===== config.mk =====
export PLATFORM = sky130hd
export DESIGN_NAME = countdown_timer4
export DESIGN_NICKNAME = d
export VERILOG_FILES = /design/src/rtl/countdown_timer4_pkg.sv /design/src/rtl/countdown_timer4_register4.sv /design/src/rtl/countdown_timer4.sv
export SDC_FILE = /design/constraint.sdc
export NUM_CORES = 1
export LEC_CHECK = 0
export CAP_MARGIN = 15
export CORE_AREA = 2 2 39 41
export DETAILED_ROUTE_END_ITERATION = 10
export DIE_AREA = 0 0 41 43
export GPL_TIMING_DRIVEN = 0
export MAX_ROUTING_LAYER = met4
export PLACE_DENSITY = 0.63
export RECOVER_POWER = 25
export REMOVE_ABC_BUFFERS = 1
export SYNTH_ARGS = -nofsm -noshare
export SYNTH_HDL_FRONTEND = slang
export SYNTH_SLANG_ARGS = --single-unit

===== constraint.sdc =====
create_clock -name clock -period 1.36 [get_ports clock]
set_input_delay 0.272 -clock clock [delete_from_list [all_inputs] [get_ports clock]]
set_output_delay 0.272 -clock clock [all_outputs]
set_load 0.1 [all_outputs]

===== src/rtl/countdown_timer4_pkg.sv =====
// Shared constants for the 4-bit countdown timer: state encoding and count width.
package countdown_timer4_pkg;

    localparam int   CNT_W   = 4;

    localparam logic ST_IDLE = 1'b0;
    localparam logic ST_RUN  = 1'b1;

endpackage


===== src/rtl/countdown_timer4_register4.sv =====
// Register4: 4-bit load-enabled register with asynchronous active-low reset.
module Register4
    import countdown_timer4_pkg::*;
(
    input  logic             clock,
    input  logic             rst_n,
    input  logic             i_en,
    input  logic [CNT_W-1:0] i_d,
    output logic [CNT_W-1:0] o_q
);

    logic [CNT_W-1:0] r_q;

    // Capture i_d whenever enabled; otherwise hold.
    always_ff @(posedge clock or negedge rst_n) begin
        if (!rst_n)    r_q <= '0;
        else if (i_en) r_q <= i_d;
    end

    assign o_q = r_q;

endmodule


===== src/rtl/countdown_timer4.sv =====
// countdown_timer4: loadable down-counter with run/stop, expiry pulse and optional
// auto-reload. Per-edge priority is load > stop > start > tick.
module countdown_timer4
    import countdown_timer4_pkg::*;
#(
    parameter bit AUTO_RELOAD = 1'b0
) (
    input  logic             clock,
    input  logic             rst_n,
    input  logic [CNT_W-1:0] in,
    input  logic             load,
    input  logic             start,
    input  logic             stop,
    input  logic             tick,
    output logic [CNT_W-1:0] out,
    output logic             zero,
    output logic             busy,
    output logic             done
);

    logic [CNT_W-1:0] r_count;
    logic             r_state;
    logic             r_done;

    logic [CNT_W-1:0] w_reload;
    logic [CNT_W-1:0] w_nxt_count;
    logic             w_nxt_state;
    logic             w_nxt_done;

    // Reload value is captured alongside the count on every load.
    Register4 u_reload (
        .clock (clock),
        .rst_n (rst_n),
        .i_en  (load),
        .i_d   (in),
        .o_q   (w_reload)
    );

    // Next-state decode; start while running falls through to the tick branch.
    always_comb begin
        w_nxt_count = r_count;
        w_nxt_state = r_state;
        w_nxt_done  = 1'b0;
        if (load) begin
            w_nxt_count = in;
            w_nxt_state = ST_IDLE;
        end else if (stop) begin
            w_nxt_state = ST_IDLE;
        end else if (start && r_state == ST_IDLE) begin
            // Starting with nothing to count expires immediately.
            if (r_count != '0) w_nxt_state = ST_RUN;
            else               w_nxt_done  = 1'b1;
        end else if (r_state == ST_RUN && tick) begin
            if (r_count > CNT_W'(1)) begin
                w_nxt_count = r_count - CNT_W'(1);
            end else if (r_count == CNT_W'(1)) begin
                w_nxt_done = 1'b1;
                if (AUTO_RELOAD) begin
                    w_nxt_count = w_reload;
                end else begin
                    w_nxt_count = '0;
                    w_nxt_state = ST_IDLE;
                end
            end
        end
    end

    // Count, state and done registers.
    always_ff @(posedge clock or negedge rst_n) begin
        if (!rst_n) begin
            r_count <= '0;
            r_state <= ST_IDLE;
            r_done  <= 1'b0;
        end else begin
            r_count <= w_nxt_count;
            r_state <= w_nxt_state;
            r_done  <= w_nxt_done;
        end
    end

    assign out  = r_count;
    assign zero = (r_count == '0);
    assign busy = (r_state == ST_RUN);
    assign done = r_done;

endmodule


==> results of run 1 <==
==> what timing repair did <==
item | in CTS | in global routing
pin swaps | 2 | 4
setup endpoints to repair | 9 | 7
setup buffers | 5 | 1
gates resized for setup | 53 | 12
==> power groups by stage <==
stage               clock network (mW)  registers, mW  logic, mW
finish                           0.169          0.221      0.354
floorplan                            0          0.318     0.0987
global route                     0.187          0.224      0.373
detailed placement                   0          0.221      0.280
CTS                              0.174          0.218      0.324
global placement                     0          0.221      0.278
==> state kept, by name, indices dropped and copies added (netlist names) <==
register	flops
out	4
done	1
busy	1
==> cell usage after synthesis <==
master / number / area [µm²]
sky130_fd_sc_hd__dfrtp_1: 6 / 150
sky130_fd_sc_hd__nand2_1: 4 / 15.0
sky130_fd_sc_hd__nand3_1: 4 / 20.0
sky130_fd_sc_hd__ha_1: 3 / 37.5
sky130_fd_sc_hd__inv_1: 3 / 11.3
sky130_fd_sc_hd__nand3b_1: 3 / 22.5
sky130_fd_sc_hd__nor2_1: 2 / 7.51
sky130_fd_sc_hd__o221ai_2: 2 / 30.0
sky130_fd_sc_hd__a2111oi_2: 1 / 15.0
sky130_fd_sc_hd__and4bb_4: 1 / 16.3
sky130_fd_sc_hd__nand4_1: 1 / 6.26
sky130_fd_sc_hd__nand4b_1: 1 / 8.76
sky130_fd_sc_hd__nor2b_1: 1 / 6.26
sky130_fd_sc_hd__nor3b_2: 1 / 12.5
sky130_fd_sc_hd__nor4_1: 1 / 6.26
sky130_fd_sc_hd__nor4b_2: 1 / 15.0
sky130_fd_sc_hd__o211ai_1: 1 / 7.51
sky130_fd_sc_hd__o211ai_2: 1 / 12.5
sky130_fd_sc_hd__o21ai_1: 1 / 5.00
sky130_fd_sc_hd__o21ai_4: 1 / 16.3
sky130_fd_sc_hd__o221a_1: 1 / 11.3
sky130_fd_sc_hd__o31a_1: 1 / 8.76
sky130_fd_sc_hd__or2_4: 1 / 8.76
==> cells by family (layout without fill, tap and decap cells) <==
| group | count (synthesis) | after routing | synth area share |
|---|---|---|---|
| simple gates | 21 | 21 | 0.322 |
| compound gates | 9 | 9 | 0.236 |
| flops | 6 | 6 | 0.333 |
| fa+ha+maj | 3 | 3 | 0.0833 |
| buf+inv | 3 | 28 | 0.0250 |
==> layout by cell type (no fill, tap or decap), types with 2 or more instances in the layout <==
master / instances
sky130_fd_sc_hd__buf_4: 8
sky130_fd_sc_hd__buf_6: 3
sky130_fd_sc_hd__clkbuf_4: 3
sky130_fd_sc_hd__clkdlybuf4s50_1: 7
sky130_fd_sc_hd__dfrtp_1: 3
sky130_fd_sc_hd__dfrtp_2: 3
sky130_fd_sc_hd__ha_4: 2
sky130_fd_sc_hd__inv_2: 2
sky130_fd_sc_hd__nand2_1: 4
sky130_fd_sc_hd__nand3_1: 3
sky130_fd_sc_hd__nand3b_1: 3
sky130_fd_sc_hd__o221ai_2: 2
==> worst max path at each step <==
stage	from	to	slack (ns)	cells after the start
floorplan	out[1]$_DFFE_PN0P_	busy$_DFFE_PN0P_	-1.55	5
global route	out[1]$_DFFE_PN0P_	zero	-0.27	4
detailed placement	out[0]$_DFFE_PN0P_	zero	-0.98	4
global placement	out[0]$_DFFE_PN0P_	zero	-0.97	4
CTS	out[0]$_DFFE_PN0P_	zero	-0.22	4
finish	out[0]$_DFFE_PN0P_	zero	-0.20	4
==> cell type report <==
class	instances	area share
tap	16	0.0258
timing repair buffer	22	0.273
clock buffer	3	0.0290
inverter	3	0.0145
multi-input combinational	33	0.460
sequential	6	0.198
==> layer usage <==
metal	GRT usage	part of all wire	wire [µm]	vias to the layer above
met4	0.100	0.023	27	0
met3	0.0785	0.063	75	4
met5	-	0	0	-
met2	0.244	0.49	577	15
li1	-	-	-	216
met1	0.215	0.43	504	208
==> critical path, stage by stage (launching register included) <==
cell and delay [ns]:
sky130_fd_sc_hd__dfrtp_2 0.40, sky130_fd_sc_hd__inv_2 0.08, sky130_fd_sc_hd__ha_4 0.12, sky130_fd_sc_hd__nor3b_4 0.23
sky130_fd_sc_hd__buf_12 0.21
==> stage by stage <==
stage / hold slack [ns] / cells / instance area [µm²] / utilization / power [mW]
global placement: 0.548 / 74 / 631 / 0.456 / 0.499
finish: 0.342 / 83 / 776 / 0.561 / 0.745
floorplan: -0.0236 / 42 / 450 / - / 0.416
CTS: 0.287 / 82 / 711 / 0.514 / 0.717
global route: 0.369 / 83 / 776 / 0.561 / 0.784
detailed placement: 0.552 / 74 / 631 / 0.456 / 0.501
==> metrics, run 1 <==
status=finished with violations; violated checks=negative setup slack; setup clock skew after layout=0.00206 ns; sort of element at the end of the critical path=output port; total power per unit cell area=960 nW/µm²; register bit total from synthesis=6; final setup margin=-0.201 ns; first-iteration detailed-routing DRC count=4; antenna violations before repair=0; length in cells of the worst reg-to-reg path=6; TritonCTS clock tree=built; yosys synthesis warning count=0; Post-route DRC=0; Die Span Y=43 µm; first-pass GRT wire length=1910 µm; Clk Tree Root Cell=sky130_fd_sc_hd__clkbuf_4; combined area of all synthesized cells=450 µm²; Die X-Extent=41 µm; worst-case setup slack after placement=-0.983 ns; hold bufs inserted after CTS=0; Routability Congestion=0.843; total negative setup slack=-0.419 ns; worst r2r dst=out[1]$_DFFE_PN0P_; shortest period the worst path allows=~1.6 ns; NetSw=0.313 mW; antenna-violating nets left=0; largest buffer count on any clock path=2; required time of the worst setup path=between 1 and 1.5 ns; share of the yosys chip area belonging to registers=0.333; insertion delay of the later-clocked pin in the worst-skew pair=0.25 ns; Reg2Reg Setup Slack=-0.14 ns; Unique masters post-synth=23; Syn Area/Cell=10.7 µm²; Diodes inserted=0; Final Hold Violating Endpoints=0; Hold Crit Class=primary input to async pin; critical path data arrival time=1.29 ns; share of power burned in the clock network=0.227; Port-buffer cells=16; RSZ-0062 raised after global routing=true; total gr overflow=0; normalized max-slew margin=0.680; number of instances in the synthesized netlist=42; number of sinks handled by clock tree synthesis=6; combinational cell fraction of total power=0.476; DR WL/cell=14.3 µm; share of post-route cells with drive strength above 1=0.522; vias in the first global route=420; Pint=0.431 mW; net count reported at finish=82; mean number of vias per cell=approximately 5.3; share of total power in sequential cells=0.297; synthesis-to-layout area growth=72.2%; starting utilization of the core area=0.325; max-slew violation total from the final report=0; VDD IR max=slightly below 600 µV; static leakage=0.307 nW; gr usage total=0.180; full die area=1760 µm²; slew at the pin with the worst max-slew slack=0.484 ns; Finish-stage setup viols=3; area taken by flip-flops and latches=154 µm²; area of the multi-input gates=357 µm²; max_cap viols=0; placement row count=14; TritonRoute pass-1 iters=3; Reg2Reg Launch Point=out[0]$_DFFE_PN0P_; Final Cycle Share=1.15; vias post-DR=443; number of top-level pins=17; core area=1380 µm²; WL final=approximately 1200 µm; largest net degree at the start of global routing=10; maximum level of the CTS H-tree=1; CTS buffer count=3; class of the most critical setup path=register to output port; upper clock frequency limit=641 MHz; HPWL after detailed placement=768 µm; share of total power consumed by net switching=0.421; largest fanout of any net on the critical path=2; total of fill cells in the finished design=137; Setup crit start kind=register; Reg clk slew, reported paths=0.05 ns
Power figures use the tool's default switching activity.
==> inputs of run 2 (changes only) <==
--- a/config.mk
+++ b/config.mk
@@ -5,6 +5,7 @@
 export SDC_FILE = /design/constraint.sdc
 export NUM_CORES = 1
 export LEC_CHECK = 0
+export ABC_CLOCK_PERIOD_IN_PS = 1360
 export CAP_MARGIN = 15
 export CORE_AREA = 2 2 39 41
 export DETAILED_ROUTE_END_ITERATION = 10
==> results of run 2 <==
Same layout as run 1: the final DEF is identical, and so are final timing and power.
